[config.mk]
export PLATFORM = sky130hd
export DESIGN_NAME = mem_writeback
export DESIGN_NICKNAME = d
export VERILOG_FILES = /design/src/rtl/mem_writeback.sv
export SDC_FILE = /design/constraint.sdc
export NUM_CORES = 1
export LEC_CHECK = 0
export ABC_AREA = 1
export CAP_MARGIN = 40
export CORE_ASPECT_RATIO = 1.5
export CORE_MARGIN = 4
export CORE_UTILIZATION = 46
export CTS_CLUSTER_SIZE = 24
export DETAILED_ROUTE_END_ITERATION = 7
export PLACE_DENSITY = 0.81
export SYNTH_ARGS = -nofsm -noshare
export SYNTH_HDL_FRONTEND = slang
export SYNTH_SLANG_ARGS = --single-unit
[constraint.sdc]
create_clock -name clk -period 2.1 [get_ports clk]
set_input_delay 0.42 -clock clk [delete_from_list [all_inputs] [get_ports clk]]
set_output_delay 0.42 -clock clk [all_outputs]
set_load 0.01 [all_outputs]
[src/rtl/mem_writeback.sv]
// Memory/writeback stage: req/ack data bus with byte/half/word lane handling and a stall for fetch.
// Optional MISALIGN_TRAP_EN: misaligned half/word accesses skip the bus and raise sticky misalign_err.
module mem_writeback #(
    parameter int DATA_WIDTH = 32,
    parameter int TIMEOUT    = 255
) (
    input  logic                  clk,
    input  logic                  rst_n,
    input  logic [DATA_WIDTH-1:0] ALUResult,
    input  logic [DATA_WIDTH-1:0] WriteData,
    input  logic [DATA_WIDTH-1:0] PCPlus4,
    input  logic [1:0]            ResultSrc,
    input  logic                  MemWrite,
    input  logic [2:0]            funct3,
    input  logic                  RegWriteIn,
    output logic                  mem_req,
    output logic                  mem_we,
    output logic [DATA_WIDTH-1:0] mem_addr,
    output logic [DATA_WIDTH-1:0] mem_wdata,
    output logic [3:0]            mem_wstrb,
    input  logic                  mem_ack,
    input  logic [DATA_WIDTH-1:0] mem_rdata,
    output logic [DATA_WIDTH-1:0] Result,
    output logic                  RegWrite,
    output logic                  stall,
    output logic                  bus_err
`ifdef MISALIGN_TRAP_EN
    ,
    output logic                  misalign_err
`endif
);

    localparam logic [1:0] IDLE = 2'd0;
    localparam logic [1:0] BUSY = 2'd1;
    localparam logic [1:0] DONE = 2'd2;

    localparam logic [15:0] TIMEOUT_LAST = 16'(TIMEOUT - 1);

    logic [1:0]  state;
    logic [15:0] cnt;
    logic [31:0] load_data;
    logic [2:0]  f3_q;
    logic [1:0]  off_q;
    logic        trap_q;
    logic        memop;
    logic        misalign;
    logic [31:0] st_wdata;
    logic [3:0]  st_wstrb;
    logic [31:0] alu_val;

    assign memop   = MemWrite | (ResultSrc == 2'b01);
    assign mem_req = (state == BUSY);
    assign alu_val = (ResultSrc == 2'b10) ? PCPlus4 : ALUResult;

`ifdef MISALIGN_TRAP_EN
    always_comb begin
        misalign = 1'b0;
        if (funct3[1:0] == 2'b01)
            misalign = ALUResult[0];
        else if (funct3[1:0] != 2'b00)
            misalign = (ALUResult[1:0] != 2'b00);
    end
`else
    assign misalign = 1'b0;
`endif

    always_comb begin
        st_wdata = WriteData;
        st_wstrb = 4'b1111;
        case (funct3)
            3'b000: begin
                st_wdata = {4{WriteData[7:0]}};
                st_wstrb = 4'b0001 << ALUResult[1:0];
            end
            3'b001: begin
                st_wdata = {2{WriteData[15:0]}};
                st_wstrb = 4'b0011 << {ALUResult[1], 1'b0};
            end
            default: ;
        endcase
    end

    function automatic logic [31:0] fmt_load(input logic [31:0] d, input logic [2:0] f3,
                                             input logic [1:0] off);
        logic [7:0]  b;
        logic [15:0] h;
        b = d[{off, 3'b000} +: 8];
        h = off[1] ? d[31:16] : d[15:0];
        case (f3)
            3'b000:  fmt_load = {{24{b[7]}}, b};
            3'b100:  fmt_load = {24'd0, b};
            3'b001:  fmt_load = {{16{h[15]}}, h};
            3'b101:  fmt_load = {16'd0, h};
            default: fmt_load = d;
        endcase
    endfunction

    always_ff @(posedge clk or negedge rst_n) begin
        if (!rst_n) begin
            state     <= IDLE;
            cnt       <= '0;
            load_data <= '0;
            f3_q      <= '0;
            off_q     <= '0;
            trap_q    <= 1'b0;
            mem_we    <= 1'b0;
            mem_addr  <= '0;
            mem_wdata <= '0;
            mem_wstrb <= '0;
            bus_err   <= 1'b0;
`ifdef MISALIGN_TRAP_EN
            misalign_err <= 1'b0;
`endif
        end else begin
            case (state)
                IDLE: begin
                    if (memop) begin
                        f3_q  <= funct3;
                        off_q <= ALUResult[1:0];
                        cnt   <= '0;
                        if (misalign) begin
                            // Trapped access never reaches the bus; DONE forces Result/RegWrite low.
                            state     <= DONE;
                            trap_q    <= 1'b1;
                            load_data <= '0;
`ifdef MISALIGN_TRAP_EN
                            misalign_err <= 1'b1;
`endif
                        end else begin
                            state     <= BUSY;
                            trap_q    <= 1'b0;
                            mem_we    <= MemWrite;
                            mem_addr  <= {ALUResult[31:2], 2'b00};
                            mem_wdata <= st_wdata;
                            mem_wstrb <= st_wstrb;
                        end
                    end
                end
                BUSY: begin
                    if (mem_ack) begin
                        load_data <= fmt_load(mem_rdata, f3_q, off_q);
                        cnt       <= '0;
                        state     <= DONE;
                    end else if (cnt == TIMEOUT_LAST) begin
                        bus_err   <= 1'b1;
                        load_data <= '0;
                        cnt       <= '0;
                        state     <= DONE;
                    end else begin
                        cnt <= cnt + 16'd1;
                    end
                end
                DONE: begin
                    state  <= IDLE;
                    trap_q <= 1'b0;
                end
                default: state <= IDLE;
            endcase
        end
    end

    always_comb begin
        Result   = alu_val;
        RegWrite = 1'b0;
        stall    = 1'b0;
        case (state)
            IDLE: begin
                stall    = memop;
                RegWrite = RegWriteIn & ~memop;
            end
            BUSY: stall = 1'b1;
            DONE: begin
                if (trap_q)
                    Result = '0;
                else if (ResultSrc == 2'b01)
                    Result = load_data;
                RegWrite = RegWriteIn & ~trap_q;
            end
            default: ;
        endcase
    end

endmodule

==> metrics.csv <==
stage,metric,value,unit
drt,wire_per_inst,17.3,um
pwr,power.total,13.3,mW
global_routing,first_global_vias,7760,
critical_path,r2r-end,mem_wdata[21]$_DFFE_PN0P_,
die,rows,55,
timing,final_hold_viol_count,0,
synthesis,synth_top_family_by_area,simple AND/OR/NAND/NOR gates,
synthesis,synth_seq_area_share,0.433,
placed_design,gp_congestion,0.861,
critical_path,reg2reg_from,state[0]$_DFFE_PN0P_,
clock_network,clock_path_buffers,2,
placed_design,placed_area,0.00999,sq mm
critical_path,crit_arrival,1810,ps
timing,layout_setup_ws,-130,ps
hold_path,hp-class,reg2reg,
clock_network,clk_latency,420,ps
clock_network,numClockSinks,123,
synthesis,yosys_warnings,0,
critical_path,slowest_delay,460,ps
critical_path,cp_cell_sequence,"nor3_4, buf_4, buf_8, a31oi_1, a21oi_1, buf_2",
die,die_h,160,um
placed_design,hpwl,18000,um
synthesis,synth-simple-area-share,0.343,
drt,num_vias,7799,
pwr,peakVddDrop,0.693,mV
timing,rsz0062_at_grt,yes,
critical_path,critical_path_class,reg2out,
synthesis,synth_fa_ha_area_frac,0.00352,
timing,period_minus_slack,2230,ps
drt,wl_met3,1710,um
drt,drt_iter0_drc,660,
synthesis,synth_compound_area_frac,0.136,
die,start_util,0.470,
pwr,intPower,8.02,mW
die,ioPinCount,243,
timing,finalSetupViolations,32,
cells_and_area,layout_common_cells,"324 x nand2_1, 202 x clkdlybuf4s50_1, 122 x dfrtp_1",
pwr,clkPwrFrac,0.219,
synthesis,netlist_area,0.00711,sq mm
global_routing,grt_usage,0.284,
drt,wl_met2,12900,um
clock_network,h-tree-depth,4,
placed_design,port_buffers,240,
drt,ant_nets,0,
timing,fin_crit_sh,1.06,
die,die_x,109,um
synthesis,muxShareOfSynthArea,0,
global_routing,grt_pass1_wl,39000,um
synthesis,async_reset_ff_frac,1.00,
drt,drc_errors,0,
critical_path,startpoint_type,register,
flow_run,max-cap-violations,0,
timing,fmax,448,MHz
hold_path,hold_path_startpoint,mem_addr[8]$_DFFE_PN0P_,
synthesis,synth_cell_types,35,
clock_network,cts-root-buf,clkbuf_16,
die,core,0.0151,sq mm
pwr,seqPwrFrac,0.301,
pwr,swShare,0.399,
pwr,power_frac_comb,0.480,
drt,wl_met1,9370,um
critical_path,critPathMaxFanout,8,
run_status,violations,setup timing,
drt,routed_via_density,5.35,
critical_path,r2r_cells,7,
clock_network,cts_tree,yes,
timing,fin_skew,12.0,ps
timing,worstMarginPinSlew,598,ps
timing,whs,477,ps
pwr,power_switching,5.32,mW
synthesis,avgSynthCellArea,7.34,sq um
clock_network,numCtsBuffers,17,
global_routing,antenna_found_initial,2,
critical_path,reg2reg_setup_slack,230,ps
placed_design,pre_cts_ws,-610,ps
drt,firstDrtPassIters,5,
critical_path,required,1680,ps
synthesis,ys_seq_elements,123,
global_routing,grt-ovfl-total,0,
drt,postRouteWirelength,25200,um
cells_and_area,layout-drive-gt1-share,0.187,
synthesis,synth_edf_count,0,
synthesis,syn_inst,968,
cells_and_area,final_area,0.0108,sq mm
pwr,powerDensity,1240,mW/mm^2
synthesis,synth_xor_area_frac,0,
synthesis,ys.flop_type,dfrtp_1,
timing,tns,-2970,ps
cells_and_area,final_nets,1384,
hold_path,min_to,mem_addr[8]$_DFFE_PN0P_,
die,dieArea,0.0175,sq mm
pwr,leakagePower,5.09,nW
hold_path,whs_path_depth,2,
clock_network,clk_pin_slew,60,ps
drt,top_layer,met4,
run_status,outcome,"finished, violations left",
timing,maxSlewViolCount,0,
timing,relSlewSlack,0.599,
critical_path,endpoint_kind,primary output,
critical_path,cpMaxStageDelayCell,dfrtp_2,
cells_and_area,area_delta_synth_final,51.3,%
cells_and_area,final_common_cell,nand2_1,
global_routing,grt_max_degree,41,
[cell families (layout without fill, tap and decap cells)]
group,Yosys count,count (layout)
AOI/OAI and AO/OA,176,176
buffers and inverters,118,406
DFF,123,123
and+or+nand+nor,548,548
other,1,4
adders and majority gates,2,2
[cell type report]
cell class,count,area [sq um]
fillers,1236,4380
multi-input cells,728,3630
well taps,199,249
flip-flops and latches,123,3080
diodes,2,5.00
repair buffers,316,2980
clock inverters,12,140
inverters,58,223
clock buffers,20,447
[worst max-delay path by stage]
stage                               from         end  slack [ps]
global route        state[0]$_DFFE_PN0P_  Result[30]        -180
detailed placement          ResultSrc[0]  Result[24]        -610
global placement            ResultSrc[0]   Result[6]        -580
floorplan                   ResultSrc[1]  Result[10]         350
finish              state[0]$_DFFE_PN0P_  Result[17]        -130
CTS                 state[0]$_DFFE_PN0P_   Result[5]        -200
[through the flow]
step	utilization	cells
4_1_cts	0.706	1456
3_5_place_dp	0.660	1413
6_report	0.711	1458
2_1_floorplan	-	969
5_1_grt	0.711	1458
3_3_place_gp	0.660	1413
[per-layer routing]
layer / global-route usage / up-vias
li1: - / 3724
met1: 0.326 / 3608
met2: 0.497 / 392
met3: 0.0510 / 75
met4: 0.143 / 0
met5: 0 / -
[flip-flops by register name, indices dropped and copies added, names as in the netlist]
name	count
bus_err	1
cnt	16
f3_q	3
load_data	32
mem_addr	30
mem_wdata	32
mem_we	1
mem_wstrb	4
off_q	2
state	2
[worst max-delay path: cells and delay by family (launching register included)]
family | cells | cell delay (ps)
buffers and inverters | 3 | 460
DFF | 1 | 460
AOI/OAI and AO/OA | 2 | 210
and+or+nand+nor | 1 | 260
[cell usage after synthesis (all sizes together) (3+ instances only)]
cell | number | area, sq um
nand2 | 370 | 1570
dfrtp | 123 | 3080
nor2 | 106 | 435
a21oi | 82 | 410
inv | 58 | 223
o21ai | 44 | 220
a31oi | 41 | 257
buf | 40 | 299
nor4 | 32 | 200
nand3 | 29 | 150
clkbuf | 20 | 75.1
nand4 | 7 | 58.8
nor3 | 4 | 31.3
a31o | 3 | 26.3
o211ai | 3 | 27.5
[power by group through the flow]
stage,Sequential (mW),Clock (mW),Combinational [mW]
2_1_floorplan,4.18,0,3.22
3_3_place_gp,3.98,0,6.14
3_5_place_dp,4.00,0,6.24
4_1_cts,4.00,2.96,6.32
5_1_grt,4.13,3.10,7.01
6_report,4.02,2.92,6.40
[what timing repair did]
item | in CTS | in global routing
resized for setup | 148 | 27
setup endpoints to repair | 35 | 35
setup buffers | 8 | 2
gates cloned | 2 | 1
hold buffers | 1 | 0
hold endpoints to repair | 26 | 0
pin swaps | 4 | 6
No activity file was read; power rests on OpenSTA's default activity.
